## src/rtl/cpu_pkg.sv

```systemverilog
// Shared CPU core definitions: datapath width, core opcode table and ALU FSM encoding.
package cpu_pkg;

  localparam int unsigned CPU_WIDTH = 16;
  localparam int unsigned CPU_SEL_W = 4;

  localparam logic [CPU_SEL_W-1:0] OP_ADD = 4'd0;
  localparam logic [CPU_SEL_W-1:0] OP_SUB = 4'd1;
  localparam logic [CPU_SEL_W-1:0] OP_MUL = 4'd2;
  localparam logic [CPU_SEL_W-1:0] OP_DIV = 4'd3;
  localparam logic [CPU_SEL_W-1:0] OP_AND = 4'd4;
  localparam logic [CPU_SEL_W-1:0] OP_OR  = 4'd5;
  localparam logic [CPU_SEL_W-1:0] OP_XOR = 4'd6;
  localparam logic [CPU_SEL_W-1:0] OP_LSL = 4'd7;
  localparam logic [CPU_SEL_W-1:0] OP_LSR = 4'd8;
  localparam logic [CPU_SEL_W-1:0] OP_MOV = 4'd11;
  localparam logic [CPU_SEL_W-1:0] OP_CMP = 4'd12;

  typedef enum logic [1:0] {
    ALU_IDLE = 2'd0,
    ALU_ITER = 2'd1,
    ALU_FIN  = 2'd2
  } alu_state_e;

endpackage

```

## src/rtl/alu_seq_unit_if.sv

```systemverilog
// Request/response bundle between the control FSM (master) and the execute-stage ALU (slave).
interface alu_seq_unit_if #(
  parameter int unsigned WIDTH = cpu_pkg::CPU_WIDTH,
  parameter int unsigned SEL_W = cpu_pkg::CPU_SEL_W
);
  logic             start;
  logic [SEL_W-1:0] alu_sel;
  logic [WIDTH-1:0] a;
  logic [WIDTH-1:0] b;
  logic [WIDTH-1:0] result;
  logic             done;
  logic             busy;
  logic             zero_flag;
  logic             pos_flag;
  logic             div_by_zero;

  modport master (
    output start, alu_sel, a, b,
    input  result, done, busy, zero_flag, pos_flag, div_by_zero
  );

  modport slave (
    input  start, alu_sel, a, b,
    output result, done, busy, zero_flag, pos_flag, div_by_zero
  );
endinterface

```

## src/rtl/alu_muldiv_iter.sv

```systemverilog
// Iterative unsigned multiplier (shift-add) and restoring divider, one operand bit per cycle, MSB first.
module alu_muldiv_iter #(
  parameter int unsigned WIDTH = cpu_pkg::CPU_WIDTH
) (
  input  logic             clock,
  input  logic             reset,
  input  logic             go,
  input  logic             is_div,
  input  logic [WIDTH-1:0] a,
  input  logic [WIDTH-1:0] b,
  output logic             last,
  output logic [WIDTH-1:0] value
);
  localparam int unsigned CNT_W = $clog2(WIDTH);

  logic [CNT_W-1:0] cnt;
  logic             running;
  logic             div_q;
  logic [WIDTH-1:0] opa;
  logic [WIDTH-1:0] opb;
  logic [WIDTH-1:0] acc;
  logic [WIDTH:0]   rem;

  logic [WIDTH-1:0] src_a;
  logic [WIDTH-1:0] src_b;
  logic [WIDTH-1:0] src_acc;
  logic [WIDTH:0]   src_rem;
  logic             src_div;
  logic [CNT_W-1:0] step;
  logic [CNT_W-1:0] bit_pos;
  logic [WIDTH-1:0] mul_next;
  logic [WIDTH:0]   rem_sh;
  logic [WIDTH:0]   rem_next;
  logic [WIDTH-1:0] quo_next;
  logic [WIDTH-1:0] acc_next;

  // The first bit is processed on the go cycle straight from the inputs, so the
  // final step lands when cnt reaches WIDTH-1.
  always_comb begin
    src_a   = go ? a       : opa;
    src_b   = go ? b       : opb;
    src_acc = go ? '0      : acc;
    src_rem = go ? '0      : rem;
    src_div = go ? is_div  : div_q;
    step    = go ? '0      : CNT_W'(cnt + 1'b1);
    bit_pos = CNT_W'(WIDTH - 1) - step;

    mul_next = {src_acc[WIDTH-2:0], 1'b0} + (src_b[bit_pos] ? src_a : '0);

    rem_sh = {src_rem[WIDTH-1:0], src_a[bit_pos]};
    if (rem_sh >= {1'b0, src_b}) begin
      rem_next = rem_sh - {1'b0, src_b};
      quo_next = {src_acc[WIDTH-2:0], 1'b1};
    end else begin
      rem_next = rem_sh;
      quo_next = {src_acc[WIDTH-2:0], 1'b0};
    end

    acc_next = src_div ? quo_next : mul_next;
  end

  assign last  = running && (cnt == CNT_W'(WIDTH - 1));
  assign value = acc;

  always_ff @(posedge clock) begin
    if (reset) begin
      cnt     <= '0;
      running <= 1'b0;
      div_q   <= 1'b0;
      opa     <= '0;
      opb     <= '0;
      acc     <= '0;
      rem     <= '0;
    end else if (go) begin
      opa     <= a;
      opb     <= b;
      div_q   <= is_div;
      acc     <= acc_next;
      rem     <= rem_next;
      cnt     <= '0;
      running <= 1'b1;
    end else if (running) begin
      if (last) begin
        running <= 1'b0;
      end else begin
        acc <= acc_next;
        rem <= rem_next;
        cnt <= CNT_W'(cnt + 1'b1);
      end
    end
  end

endmodule

```

## src/rtl/alu_seq_unit.sv

```systemverilog
// Execute-stage ALU: single-cycle logic/arith ops plus iterative MUL/DIV behind a start/busy/done handshake.
module alu_seq_unit
  import cpu_pkg::*;
#(
  parameter int unsigned WIDTH = cpu_pkg::CPU_WIDTH,
  parameter int unsigned SEL_W = cpu_pkg::CPU_SEL_W
) (
  input  logic       clock,
  input  logic       reset,
  alu_seq_unit_if.slave bus
);
  localparam int unsigned SH_W = $clog2(WIDTH);

  alu_state_e       state;
  logic [WIDTH-1:0] result_q;
  logic             done_q;
  logic             busy_q;
  logic             zero_q;
  logic             pos_q;
  logic             dbz_q;

  logic [WIDTH-1:0] one_res_c;
  logic             one_flags_c;
  logic             one_dbz_c;
  logic             start_iter_c;
  logic             iter_go_c;
  logic [SH_W-1:0]  shamt_c;
  logic             shift_big_c;
  logic             iter_last;
  logic [WIDTH-1:0] iter_value;

  assign shamt_c      = bus.b[SH_W-1:0];
  assign shift_big_c  = |bus.b[WIDTH-1:SH_W];
  assign start_iter_c = (bus.alu_sel == OP_MUL) || ((bus.alu_sel == OP_DIV) && (|bus.b));
  assign iter_go_c    = (state == ALU_IDLE) && bus.start && start_iter_c;

  // Single-cycle results; undefined opcodes fall through and keep result/flags.
  always_comb begin
    one_res_c   = result_q;
    one_flags_c = 1'b0;
    one_dbz_c   = 1'b0;
    case (bus.alu_sel)
      OP_ADD: begin one_res_c = bus.a + bus.b; one_flags_c = 1'b1; end
      OP_SUB: begin one_res_c = bus.a - bus.b; one_flags_c = 1'b1; end
      OP_DIV: begin one_res_c = '1;            one_flags_c = 1'b1; one_dbz_c = 1'b1; end
      OP_AND: begin one_res_c = bus.a & bus.b; one_flags_c = 1'b1; end
      OP_OR:  begin one_res_c = bus.a | bus.b; one_flags_c = 1'b1; end
      OP_XOR: begin one_res_c = bus.a ^ bus.b; one_flags_c = 1'b1; end
      OP_LSL: begin one_res_c = shift_big_c ? '0 : (bus.a << shamt_c); one_flags_c = 1'b1; end
      OP_LSR: begin one_res_c = shift_big_c ? '0 : (bus.a >> shamt_c); one_flags_c = 1'b1; end
      OP_MOV: begin one_res_c = bus.b; end
      OP_CMP: begin one_res_c = bus.a - bus.b; one_flags_c = 1'b1; end
      default: ;
    endcase
  end

  alu_muldiv_iter #(.WIDTH(WIDTH)) u_muldiv (
    .clock  (clock),
    .reset  (reset),
    .go     (iter_go_c),
    .is_div (bus.alu_sel == OP_DIV),
    .a      (bus.a),
    .b      (bus.b),
    .last   (iter_last),
    .value  (iter_value)
  );

  // Control FSM; done and div_by_zero are raised on entry to FIN so they coincide with that state.
  always_ff @(posedge clock) begin
    if (reset) begin
      state    <= ALU_IDLE;
      result_q <= '0;
      done_q   <= 1'b0;
      busy_q   <= 1'b0;
      zero_q   <= 1'b1;
      pos_q    <= 1'b0;
      dbz_q    <= 1'b0;
    end else begin
      done_q <= 1'b0;
      dbz_q  <= 1'b0;
      case (state)
        ALU_IDLE: begin
          if (bus.start) begin
            if (start_iter_c) begin
              state  <= ALU_ITER;
              busy_q <= 1'b1;
            end else begin
              state    <= ALU_FIN;
              done_q   <= 1'b1;
              dbz_q    <= one_dbz_c;
              result_q <= one_res_c;
              if (one_flags_c) begin
                zero_q <= (one_res_c == '0);
                pos_q  <= (one_res_c != '0) && !one_res_c[WIDTH-1];
              end
            end
          end
        end
        ALU_ITER: begin
          if (iter_last) begin
            state    <= ALU_FIN;
            busy_q   <= 1'b0;
            done_q   <= 1'b1;
            result_q <= iter_value;
            zero_q   <= (iter_value == '0);
            pos_q    <= (iter_value != '0) && !iter_value[WIDTH-1];
          end
        end
        ALU_FIN:  state <= ALU_IDLE;
        default:  state <= ALU_IDLE;
      endcase
    end
  end

  assign bus.result      = result_q;
  assign bus.done        = done_q;
  assign bus.busy        = busy_q;
  assign bus.zero_flag   = zero_q;
  assign bus.pos_flag    = pos_q;
  assign bus.div_by_zero = dbz_q;

endmodule

```

## src/flat_wrapper.sv

```systemverilog
// flat-port wrapper written by rule: the top's interface ports become plain ports
module alu_seq_unit_flat import cpu_pkg::*;
#(
  parameter int unsigned WIDTH = cpu_pkg::CPU_WIDTH,
  parameter int unsigned SEL_W = cpu_pkg::CPU_SEL_W
)
  (clock, reset, bus_start, bus_alu_sel, bus_a, bus_b, bus_result, bus_done, bus_busy, bus_zero_flag, bus_pos_flag, bus_div_by_zero);
  alu_seq_unit_if #(.WIDTH(WIDTH), .SEL_W(SEL_W)) bus_i ();
  input  logic clock;
  input  logic reset;
  input wire logic [$bits(bus_i.start)-1:0] bus_start;
  input wire logic [$bits(bus_i.alu_sel)-1:0] bus_alu_sel;
  input wire logic [$bits(bus_i.a)-1:0] bus_a;
  input wire logic [$bits(bus_i.b)-1:0] bus_b;
  output wire logic [$bits(bus_i.result)-1:0] bus_result;
  output wire logic [$bits(bus_i.done)-1:0] bus_done;
  output wire logic [$bits(bus_i.busy)-1:0] bus_busy;
  output wire logic [$bits(bus_i.zero_flag)-1:0] bus_zero_flag;
  output wire logic [$bits(bus_i.pos_flag)-1:0] bus_pos_flag;
  output wire logic [$bits(bus_i.div_by_zero)-1:0] bus_div_by_zero;
  assign bus_i.start = bus_start;
  assign bus_i.alu_sel = bus_alu_sel;
  assign bus_i.a = bus_a;
  assign bus_i.b = bus_b;
  assign bus_result = bus_i.result;
  assign bus_done = bus_i.done;
  assign bus_busy = bus_i.busy;
  assign bus_zero_flag = bus_i.zero_flag;
  assign bus_pos_flag = bus_i.pos_flag;
  assign bus_div_by_zero = bus_i.div_by_zero;
  alu_seq_unit #(.WIDTH(WIDTH), .SEL_W(SEL_W)) u_core (.clock(clock), .reset(reset), .bus(bus_i));
endmodule
```

## config.mk

```make
export PLATFORM = sky130hd
export DESIGN_NAME = alu_seq_unit_flat
export DESIGN_NICKNAME = d
export VERILOG_FILES = /design/src/rtl/cpu_pkg.sv /design/src/rtl/alu_seq_unit_if.sv /design/src/rtl/alu_muldiv_iter.sv /design/src/rtl/alu_seq_unit.sv /design/src/flat_wrapper.sv
export SDC_FILE = /design/constraint.sdc
export NUM_CORES = 1
export LEC_CHECK = 0
export CORE_MARGIN = 4
export CORE_UTILIZATION = 65
export CTS_CLUSTER_SIZE = 14
export DETAILED_ROUTE_END_ITERATION = 10
export GPL_TIMING_DRIVEN = 0
export PLACE_DENSITY = 0.86
export SYNTH_ARGS = -nofsm -noshare
export SYNTH_HDL_FRONTEND = slang
export SYNTH_SLANG_ARGS = --single-unit
export TNS_END_PERCENT = 5
```

## constraint.sdc

```tcl
create_clock -name clock -period 12.4 [get_ports clock]
set_input_delay 3.1 -clock clock [delete_from_list [all_inputs] [get_ports clock]]
set_output_delay 3.1 -clock clock [all_outputs]
set_load 0.005 [all_outputs]
```

# After elaboration in Yosys (flattened, before gate mapping)

Index checks and enable logic that the tools add are counted.

Output and inout bits: 21
Word-level logic and storage cells: 131
Bits in registers: 93

$lt $le $gt $ge: 2
Add/subtract/negate cells: 6
Reductions and logical operators: 29
Bitwise gates (word level): 6
Shift-type cells: 2
Equal/unequal tests: 18
Multiplexer cells: 54

Operator list:

| cell                 | number |
|---|---|
| $mux W16             | 17 |
| $pmux W16 S9         | 1 |
| $add A16 B16 Y16     | 2 |
| $logic_not A16 Y1    | 2 |
| $pmux W16 S2         | 1 |
| $reduce_bool A16 Y1  | 2 |
| $sub A16 B16 Y16     | 2 |
| $mux W1              | 23 |
| $ge A17 B16 Y1       | 1 |
| $and A16 B16 Y16     | 1 |
| $eq A4 B3 Y1 const B | 4 |
| $eq A4 B4 Y1 const B | 4 |
| $or A16 B16 Y16      | 1 |
| $reduce_or A16 Y1    | 1 |
| $shl A16 B4 Y16      | 1 |
| $shr A16 B4 Y16      | 1 |
| $xor A16 B16 Y16     | 1 |
| $mux W15             | 1 |
| $reduce_or A12 Y1    | 1 |
| $reduce_or A9 Y1     | 1 |
| $bmux W1 S4          | 2 |
| $eq A4 B2 Y1 const B | 2 |
| $pmux W1 S2          | 4 |
| $reduce_and A4 Y1    | 2 |
| 21 further kinds     | 39 |

# Logic depth before layout (Yosys ltp)

Gate-level depths: netlist of the first run.

Depth in word-level cells: 14
Depth in mapped cells: 27
Mapped depth without buffers: 21

# By module

From an unflattened synthesis of the first run, not the netlist that was laid out.

Cells, all modules: 1300
Area, all modules: 9948.3 µm²

By module, submodules not included:

| module          | instances | cells an instance | area each (µm²) |
|---|---|---|---|
| alu_seq_unit    | 1         | 736               | 5218.8 |
| alu_muldiv_iter | 1         | 564               | 4729.5 |

# Least setup slack after synthesis of the first run

Ideal clock, no wire load.

Path kind: input to register
From: input port bus_b[0]
To: register u_core.u_muldiv.acc[0], in the netlist u_core.u_muldiv.value[0]
Arrival: 7816 ps
Data required time: 12262 ps
Library setup time: 138 ps
Stages: 25
Slack: 4446 ps
Path buffers: 6
Path through: buf_2 -> buf_2 -> buf_2 -> buf_2 -> inv_1 -> ha_1 -> and2_0 -> a41oi_2 -> and2_1 -> buf_6 -> nor2_4 -> mux4_2 -> a21oi_1 -> o31a_1 -> ha_1 -> nor2b_1 -> o21bai_1 -> a21oi_1 -> o41ai_1 -> nand3_1 -> a31oi_2 -> clkbuf_1 -> inv_1 -> o21ai_0 -> a211oi_1

Cells in the longest elaborated chain, start to end: 14

Ends and longest elaborated chain:

| element                                     | RTL line                                     | source |
|---|---|---|
| from (decl)                                 | flat_wrapper.sv:14                           | `input wire logic [$bits(bus_i.b)-1:0] bus_b;` |
| $reduce_or A16 Y1                           | alu_seq_unit.sv:34                           | `assign start_iter_c = (bus.alu_sel == OP_MUL) \|\| ((bus.alu_sel == OP_DIV) && (\|bus.b));` |
| $logic_and A1 B1 Y1                         | alu_seq_unit.sv:34                           |  |
| $logic_or A1 B1 Y1                          | alu_seq_unit.sv:34                           |  |
| $logic_and A1 B1 Y1                         | alu_seq_unit.sv:35                           | `assign iter_go_c = (state == ALU_IDLE) && bus.start && start_iter_c;` |
| $mux W4                                     | alu_muldiv_iter.sv:45                        | `step = go ? '0 : CNT_W'(cnt + 1'b1);` |
| $sub A4 B4 Y4                               | alu_muldiv_iter.sv:46                        | `bit_pos = CNT_W'(WIDTH - 1) - step;` |
| $bmux W1 S4 (on tied branches)              | alu_muldiv_iter.sv:48, alu_muldiv_iter.sv:50 |  |
| $mux W1 (on tied branches)                  | alu_muldiv_iter.sv:48, alu_muldiv_iter.sv:50 |  |
| $mux W16 or $ge A17 B16 Y1 (tied branches)  | alu_muldiv_iter.sv:48, alu_muldiv_iter.sv:51 |  |
| $add A16 B16 Y16 or $mux W1 (tied branches) | alu_muldiv_iter.sv:48, alu_muldiv_iter.sv:51 |  |
| $mux W16                                    | alu_muldiv_iter.sv:59                        | `acc_next = src_div ? quo_next : mul_next;` |
| $mux W16                                    | alu_muldiv_iter.sv:83                        | `if (last) begin` |
| $mux W16                                    | alu_muldiv_iter.sv:82                        | `end else if (running) begin` |
| $mux W16                                    | alu_muldiv_iter.sv:74                        | `end else if (go) begin` |
| to (signal assigned)                        | alu_muldiv_iter.sv:78                        | `acc <= acc_next;` |
| to (signal assigned)                        | alu_muldiv_iter.sv:86                        | `acc <= acc_next;` |
| to (decl)                                   | alu_muldiv_iter.sv:21                        | `logic [WIDTH-1:0] acc;` |

Parallel ways exist; a longest one is shown, timed or not. The select of a mux whose other input is x is not followed.
A chain may end at the register's enable or synchronous reset.

# Worst setup path in the final report of the first run

From: input port bus_b[0]
To: register u_core.u_muldiv.rem[9]

Cells in the longest elaborated chain, start to end: 13

Ends and longest elaborated chain:

| element                                            | RTL line                                     | source |
|---|---|---|
| $reduce_or A16 Y1                                  | alu_seq_unit.sv:34                           |  |
| $logic_and A1 B1 Y1                                | alu_seq_unit.sv:34                           |  |
| $logic_or A1 B1 Y1                                 | alu_seq_unit.sv:34                           |  |
| $logic_and A1 B1 Y1                                | alu_seq_unit.sv:35                           |  |
| $mux W4                                            | alu_muldiv_iter.sv:45                        |  |
| $sub A4 B4 Y4                                      | alu_muldiv_iter.sv:46                        |  |
| $bmux W1 S4                                        | alu_muldiv_iter.sv:50                        | `rem_sh = {src_rem[WIDTH-1:0], src_a[bit_pos]};` |
| $mux W1 (implied by the code)                      | alu_muldiv_iter.sv:50                        |  |
| $sub A16 B16 Y16 or $ge A17 B16 Y1 (tied branches) | alu_muldiv_iter.sv:52, alu_muldiv_iter.sv:51 |  |
| $mux W16                                           | alu_muldiv_iter.sv:51                        | `if (rem_sh >= {1'b0, src_b}) begin` |
| $mux W16                                           | alu_muldiv_iter.sv:83                        |  |
| $mux W16                                           | alu_muldiv_iter.sv:82                        |  |
| $mux W16                                           | alu_muldiv_iter.sv:74                        |  |
| to (signal assigned)                               | alu_muldiv_iter.sv:79                        | `rem <= rem_next;` |
| to (signal assigned)                               | alu_muldiv_iter.sv:87                        | `rem <= rem_next;` |
| to (decl)                                          | alu_muldiv_iter.sv:22                        | `logic [WIDTH:0] rem;` |

Parallel ways exist; a longest one is shown, timed or not. The select of a mux whose other input is x is not followed.

==> metrics.md, run 1 <==
| Metric | Value |
|---|---|
| Worst Setup SP | `bus_b[0]` |
| Post-Layout Inst Area | `0.01076 sq mm` |
| Post-layout min period | `10.40 ns` |
| Peak supply drop | `0.0001174 V` |
| Nets | `1457` |
| Grt total ovfl | `0` |
| Slowest-stage cell, CP | `buf_1` |
| Worst-Margin Slew | `between 1 and 1.5 ns` |
| WL/cell | `24.52 um` |
| Commonest cells in the netlist | `175 x nor2_1, 112 x nand2_1, 93 x dfxtp_1` |
| Worst Path Class, Setup | `input port to flip-flop` |
| Post-synth EDFFs | `0` |
| Die Y | `~130 um` |
| Final Power | `between 1 and 1.5 mW` |
| Vias in the first global route | `10310` |
| Asr flop ratio synth | `0` |
| Antenna Diode Count | `0` |
| DRC viols | `0` |
| Antenna violations before repair | `0` |
| WHS Path Cells | `2` |
| Final wirelength | `37.37 mm` |
| Critical Path RT | `12.61 ns` |
| GP Congestion | `1.046` |
| Area of the die | `about 0.017 sq mm` |
| Largest stage delay, worst path | `0.64 ns` |
| Critical Path AT | `10.61 ns` |
| Drt pass-1 iters | `7` |
| Skew-Pair Late Insertion Delay | `between 0.3 and 0.4 ns` |
| Layout cells sized above 1 | `0.06343` |
| Initial DRC Count | `around 1800` |
| Drt via density | `7.217` |
| Cts repair resizes | `0` |
| Cell variety after synth | `92` |
| Top FF cell, synth | `dfxtp_1` |
| Initial core utilization | `0.6639` |
| #FFs+latches synth | `93` |
| TNS Setup | `0 ns` |
| Yosys warning count | `0` |
| Fillers | `about 1200` |
| Cts hold-fix bufs | `0` |
| Reg clk slew, reported paths | `0.06 ns` |
| Dpl cell area | `0.01048 sq mm` |
| Clk_skew | `0.007520 ns` |
| Pleak | `4.465 nW` |
| RR Startpoint | `u_core.u_muldiv.cnt[0]` |
| Dpl ws | `2.133 ns` |
| Final ANT Viol Nets | `0` |
| CTS Sinks | `93` |
| CTS tree | `yes` |
| Post-synthesis sequential area ratio | `0.1922` |
| Period utilization | `0.8388` |
| Final Hold Viols | `0` |
| Top achievable clock speed | `roughly 96 MHz` |
| RSZ-0062 raised after global routing | `false` |
| Hold Crit Endpoint | `u_core.u_muldiv.rem[15]` |
| PD cells | `around 94 mW/mm^2` |
| CP most frequent cell | `buf_2` |
| Chip width | `130.1 um` |
| Syn Nets | `between 1000 and 1500` |
| First-pass GRT wire length | `approximately 57 mm` |
| Register-to-register setup slack | `approximately 6.6 ns` |
| Syn avg cell area | `7.638 sq um` |
| Hpwl dp | `~28 mm` |
| Outcome | `completed` |
| Maximum number of pins on one net before global-route repair | `15` |
| Finished Layout Cells | `1524` |
| Area contributors post-synth | `dfxtp_1 19%, ha_1 10%, nor2_1 6.8%, mux2i_1 5.1%, nand2_1 4.3%` |
| Worst-path maximum fanout | `10` |
| Syn Std Cell Area | `0.009686 sq mm` |
| Worst Setup Slack, final | `1.999 ns` |
| Max H-tree Level | `3` |
| CTS Buf Count | `9` |
| Critical R2R Capture | `u_core.u_muldiv.value[15]` |
| Startpoint types | `input port` |
| I/O pin cnt | `60` |
| Buf/Inv on CP | `10` |
| Tot GR Track Use | `0.4316` |
| Clock buffer depth | `2` |
| Count leader, synth | `nor2_1` |
| Hold crit path type | `flip-flop to flip-flop` |
| Top cell type's share of synthesized area | `0.1922` |
| Synth-to-layout area growth | `11.06%` |
| Reg2reg path depth | `21` |
| CP Capture Type | `flip-flop` |
| Setup violators final | `0` |
| Root buf cell | `clkbuf_16` |
| Placed cell count | `1508` |
| Max-cap violations | `0` |
| Port-buffer cells | `56` |
| Beginning of the worst hold path | `u_core.u_muldiv.rem[15]` |
| Post-CTS Setup Inserts | `0` |
| Row count | `44` |
| Crit path max-delay family | `buffers and inverters` |
| Vias | `11000` |
| Post-Synthesis Cells | `1268` |
| Core box area | `0.01459 sq mm` |
| Worst rel slew slack | `0.2336` |
| Final Max Tran Viols | `0` |
| Synth area leader | `dfxtp_1` |
-- flip-flops by register name, summed over array words and instances (netlist names) --
signal	count
u_core.u_muldiv.div_q	1
u_core.u_muldiv.rem	16
u_core.bus.done	1
u_core.u_muldiv.opa	16
u_core.u_muldiv.running	1
u_core.bus.div_by_zero	1
u_core.bus.pos_flag	1
u_core.bus.busy	1
u_core.u_muldiv.value	16
u_core.u_muldiv.opb	16
u_core.u_muldiv.cnt	4
u_core.bus.zero_flag	1
u_core.state	2
u_core.bus.result	16
-- cell families after synthesis --
group,count (synthesis),synth area share
flip-flops,93,0.1922
buffers and inverters,133,0.05968
AO/OA/AOI/OAI,349,0.2473
multiplexers,80,0.1095
XOR/XNOR,49,0.04431
adder cells (fa/ha/maj),83,0.1095
AND/OR/NAND/NOR,481,0.2374
-- power breakdown --
part	internal, mW	switching [mW]	leakage [nW]
clock	0.147	0.119	0.132
sequential	0.315	0.0153	0.757
combinational	0.159	0.259	3.58
total	0.621	0.394	4.47
-- worst max path at each step --
stage | to | slack [ns] | cells past startpoint
3_5_place_dp | u_core.u_muldiv.rem[9] | 2.13 | 25
4_1_cts | u_core.u_muldiv.rem[9] | 2.33 | 25
5_1_grt | u_core.u_muldiv.rem[9] | 1.74 | 25
6_report | u_core.u_muldiv.rem[9] | 2.00 | 25
2_1_floorplan | u_core.u_muldiv.value[0] | 4.45 | 25
3_3_place_gp | u_core.u_muldiv.rem[9] | 2.14 | 25
-- worst register-to-register path: stages (launching register included) --
cell	delay, ns
dfxtp_1	0.38
ha_1	0.30
xor2_1	0.58
mux4_2	0.34
mux2i_1	0.07
a211oi_1	0.38
a21oi_1	0.20
clkbuf_1	0.25
nor2_1	0.17
ha_1	0.19
inv_1	0.06
fa_1	0.39
nor2b_1	0.23
o31ai_1	0.13
a2111oi_0	0.58
nor2_1	0.11
a21oi_1	0.27
a31oi_1	0.18
xor2_1	0.18
and2_1	0.19
nor2_1	0.06
a2111oi_0	0.43
-- routing by layer --
metal / up-vias / GRT usage / part of all wire / routed length, um
met4: 0 / 0.2861 / 0.080 / 2988
met5: - / 0 / 0 / 0
met2: 903 / 0.6789 / 0.44 / 16380
li1: 4796 / - / - / -
met1: 5052 / 0.5326 / 0.35 / 13240
met3: 247 / 0.09087 / 0.13 / 4756
-- cell type report --
type                       instances  area (sq um)  share of cell area
buffer                            80         379.1             0.03524
clock buffer                      13         260.3             0.02419
clock inverter                     3         20.02            0.001861
inverter                          53         198.9             0.01849
multi-input combinational       1042          7246              0.6736
sequential                        93          1862              0.1731
tap                              184         230.2             0.02140
timing repair buffer              56         560.5             0.05211
-- per-stage QoR --
step	util	hold slack, ns
after global placement	0.7181	0.4531
after global routing	0.7373	0.5013
after CTS	0.7373	0.4664
final	0.7373	0.4699
after detailed placement	0.7181	0.4582
after floorplan	-	0.4320
-- placed cells by master (no fill, tap or decap), types with 18 or more instances in the layout --
cell type,synthesis,final
a21oi_1,76,76
ha_1,80,80
mux2i_1,49,49
xnor2_1,32,32
and2_1,37,37
nor3_1,36,36
dfxtp_1,93,93
nand3_1,24,24
a221oi_1,23,23
nor2_1,175,175
inv_1,50,50
nand2_1,112,112
clkbuf_1,56,58
mux4_2,18,18
o21ai_0,66,66
a211oi_1,23,23
clkdlybuf4s50_1,0,56
No activity file was read; power rests on OpenSTA's default activity.
==> run 2: changes to the inputs <==
--- a/config.mk
+++ b/config.mk
@@ -6,11 +6,11 @@
 export NUM_CORES = 1
 export LEC_CHECK = 0
 export CORE_MARGIN = 4
-export CORE_UTILIZATION = 65
+export CORE_UTILIZATION = 62
 export CTS_CLUSTER_SIZE = 14
 export DETAILED_ROUTE_END_ITERATION = 10
 export GPL_TIMING_DRIVEN = 0
-export PLACE_DENSITY = 0.86
+export PLACE_DENSITY = 0.83
 export SYNTH_ARGS = -nofsm -noshare
 export SYNTH_HDL_FRONTEND = slang
 export SYNTH_SLANG_ARGS = --single-unit
==> constraint.sdc (replaced) <==
create_clock -name clock -period 10.6 [get_ports clock]
set_input_delay 2.65 -clock clock [delete_from_list [all_inputs] [get_ports clock]]
set_output_delay 2.65 -clock clock [all_outputs]
set_load 0.005 [all_outputs]
==> run 2 against run 1 <==
Net effect: sequential power is 17% higher; final area is 0.20% higher; critical path depth stayed put; highest routed layer unchanged; first-iteration DRC count is 26% lower; combinational power is 16% higher; core utilization is 3.1 points lower; global-route usage is 3.2 points lower; sequential share of layout area hardly changed; flip-flop and latch count stayed put; die area is 4.5% higher; register-to-register slack worse by 1.7 ns.
==> metrics.md, run 2 (synthesis results as in run 1) <==
| Metric | Value |
|---|---|
| Worst-path maximum fanout | `10 (unchanged)` |
| Tot GR Track Use | `0.3999 (-0.03173)` |
| CTS Buf Count | `9 (unchanged)` |
| Worst Path Class, Setup | `input port to flip-flop` |
| Final ANT Viol Nets | `0 (unchanged)` |
| Layout cells sized above 1 | `0.06418 (+0.0007463)` |
| Post-CTS Setup Inserts | `0 (unchanged)` |
| Skew-Pair Late Insertion Delay | `0.36 ns (about the same)` |
| Vias | `10650 (-3.2%)` |
| WL/cell | `23.48 um (-4.3%)` |
| Most common cell after layout, fill and taps aside | `nor2_1` |
| Worst Setup SP | `bus_b[0]` |
| Port-buffer cells | `56 (unchanged)` |
| Final Power | `1.174 mW (+16%)` |
| Period utilization | `0.9029` |
| Pleak | `4.462 nW (about the same)` |
| TNS Setup | `0 ns (unchanged)` |
| Initial DRC Count | `1314 (-26%)` |
| Reg clk slew, reported paths | `0.07 ns (about the same)` |
| Area of the die | `0.01769 sq mm (+4.5%)` |
| CP most frequent cell | `buf_2` |
| First-pass GRT wire length | `56.01 mm (-0.99%)` |
| Cts hold-fix bufs | `0 (unchanged)` |
| RR Startpoint | `u_core.u_muldiv.cnt[0]` |
| CP Capture Type | `flip-flop` |
| I/O pin cnt | `60 (unchanged)` |
| Chip width | `133.0 um (+2.2%)` |
| PD cells | `108.9 mW/mm^2 (+15%)` |
| Nets | `1457 (unchanged)` |
| Core box area | `0.01526 sq mm (+4.6%)` |
| Cts repair resizes | `0 (unchanged)` |
| Peak supply drop | `0.0001202 V (+2.4%)` |
| Initial core utilization | `0.6348 (-0.02913)` |
| Die Y | `133.0 um (+2.2%)` |
| Critical R2R Capture | `u_core.u_muldiv.value[15]` |
| Max-cap violations | `0 (unchanged)` |
| Hpwl dp | `27.83 mm (-0.54%)` |
| Dpl cell area | `0.01051 sq mm (+0.32%)` |
| DRC viols | `0 (unchanged)` |
| Largest stage delay, worst path | `0.60 ns (-0.04 ns)` |
| Antenna violations before repair | `0 (unchanged)` |
| Drt pass-1 iters | `6 (-1)` |
| Startpoint types | `input port` |
| Post-layout utilization of the core | `0.7064 (-0.03095)` |
| Hold slack | `0.4750 ns (+0.005013 ns)` |
| Beginning of the worst hold path | `u_core.u_muldiv.rem[15]` |
| Drt via density | `6.867 (-4.8%)` |
| Grt total ovfl | `0 (unchanged)` |
| Worst rel slew slack | `0.05448 (-0.1791)` |
| RSZ-0062 raised after global routing | `false` |
| Outcome | `completed` |
| Maximum number of pins on one net before global-route repair | `16 (+1)` |
| Critical Path RT | `10.82 ns (-1.79 ns)` |
| Post-Layout Inst Area | `0.01078 sq mm (+0.20%)` |
| Critical Path AT | `9.79 ns (-0.82 ns)` |
| Clock buffer depth | `2 (unchanged)` |
| Final Max Tran Viols | `0 (unchanged)` |
| CTS tree | `yes` |
| Hold Crit Endpoint | `u_core.u_muldiv.rem[15]` |
| Max H-tree Level | `3 (unchanged)` |
| Final wirelength | `36.41 mm (-2.6%)` |
| WHS Path Cells | `2 (unchanged)` |
| Reg2reg path depth | `21 (unchanged)` |
| Top achievable clock speed | `between 100 and 150 MHz` |
| GP Congestion | `1.048 (+0.20%)` |
| Clk_skew | `0.008854 ns (+0.001335 ns)` |
| Row count | `45 (+2.3%)` |
| Hold crit path type | `flip-flop to flip-flop` |
| Worst-Margin Slew | `1.383 ns (+0.2426 ns)` |
| Antenna Diode Count | `0 (unchanged)` |
| Synth-to-layout area growth | `11.28%` |
| Register-to-register setup slack | `4.85 ns (-1.73 ns)` |
| Setup violators final | `0 (unchanged)` |
| Post-layout min period | `9.571 ns` |
| Final Hold Viols | `0 (unchanged)` |
| CTS Sinks | `93 (unchanged)` |
| Most frequent cells in the layout | `175 x nor2_1, 112 x nand2_1, 93 x dfxtp_1` |
| Vias in the first global route | `9916 (-3.8%)` |
| Root buf cell | `clkbuf_16` |
| Slowest-stage cell, CP | `buf_1` |
## run 2: cell types whose count changed in the layout (fill, tap and decap cells not counted)
cell,before,now
inv_6,0,1
clkbuf_8,6,4
clkinv_2,1,3
clkbuf_1,58,57
## run 2: power by group
part | total (mW) | internal, mW | switching (mW)
logic | 0.485 | 0.186 | 0.299
clock network | 0.304 | 0.159 | 0.145
registers | 0.385 | 0.368 | 0.0173
total | 1.17 | 0.713 | 0.461
## run 2: metal layers
metal / up-vias / routed length (um) / track usage
met1: 4930 / 13840 / 0.5119
met3: 172 / 4334 / 0.09392
li1: 4798 / - / -
met2: 751 / 15750 / 0.6134
met4: 0 / 2488 / 0.2361
met5: - / 0 / 0
## run 2: area by class of cell
type	instances	area (sq um)
multi-input combinational	1042	7246
fill	1299	4481
sequential	93	1862
timing repair buffer	56	560.5
buffer	80	379.1
tap	211	264.0
clock buffer	10	229.0
inverter	53	198.9
clock inverter	6	38.79
## run 2: worst max path at each step
stage                                    end  slack (ns)  depth (start not counted)
floorplan           u_core.u_muldiv.value[0]        3.10                         25
global placement      u_core.u_muldiv.rem[9]        0.91                         25
detailed placement    u_core.u_muldiv.rem[9]        0.92                         25
CTS                   u_core.u_muldiv.rem[9]        1.26                         25
global route         u_core.u_muldiv.rem[11]        0.59                         26
finish                u_core.u_muldiv.rem[9]        1.03                         25
## run 2: critical path: cells and delay by family
kind / cells / cell delay, ns
buffers and inverters: 10 / 3.29
adder cells (fa/ha/maj): 2 / 0.53
AO/OA/AOI/OAI: 7 / 2.21
AND/OR/NAND/NOR: 6 / 1.11
## run 2: per-stage QoR
| step | instances | setup slack (ns) |
|---|---|---|
| after floorplan | 1268 | 3.096 |
| after global placement | 1535 | 0.9148 |
| after detailed placement | 1535 | 0.9160 |
| after CTS | 1551 | 1.255 |
| after global routing | 1551 | 0.5933 |
| final | 1551 | 1.029 |
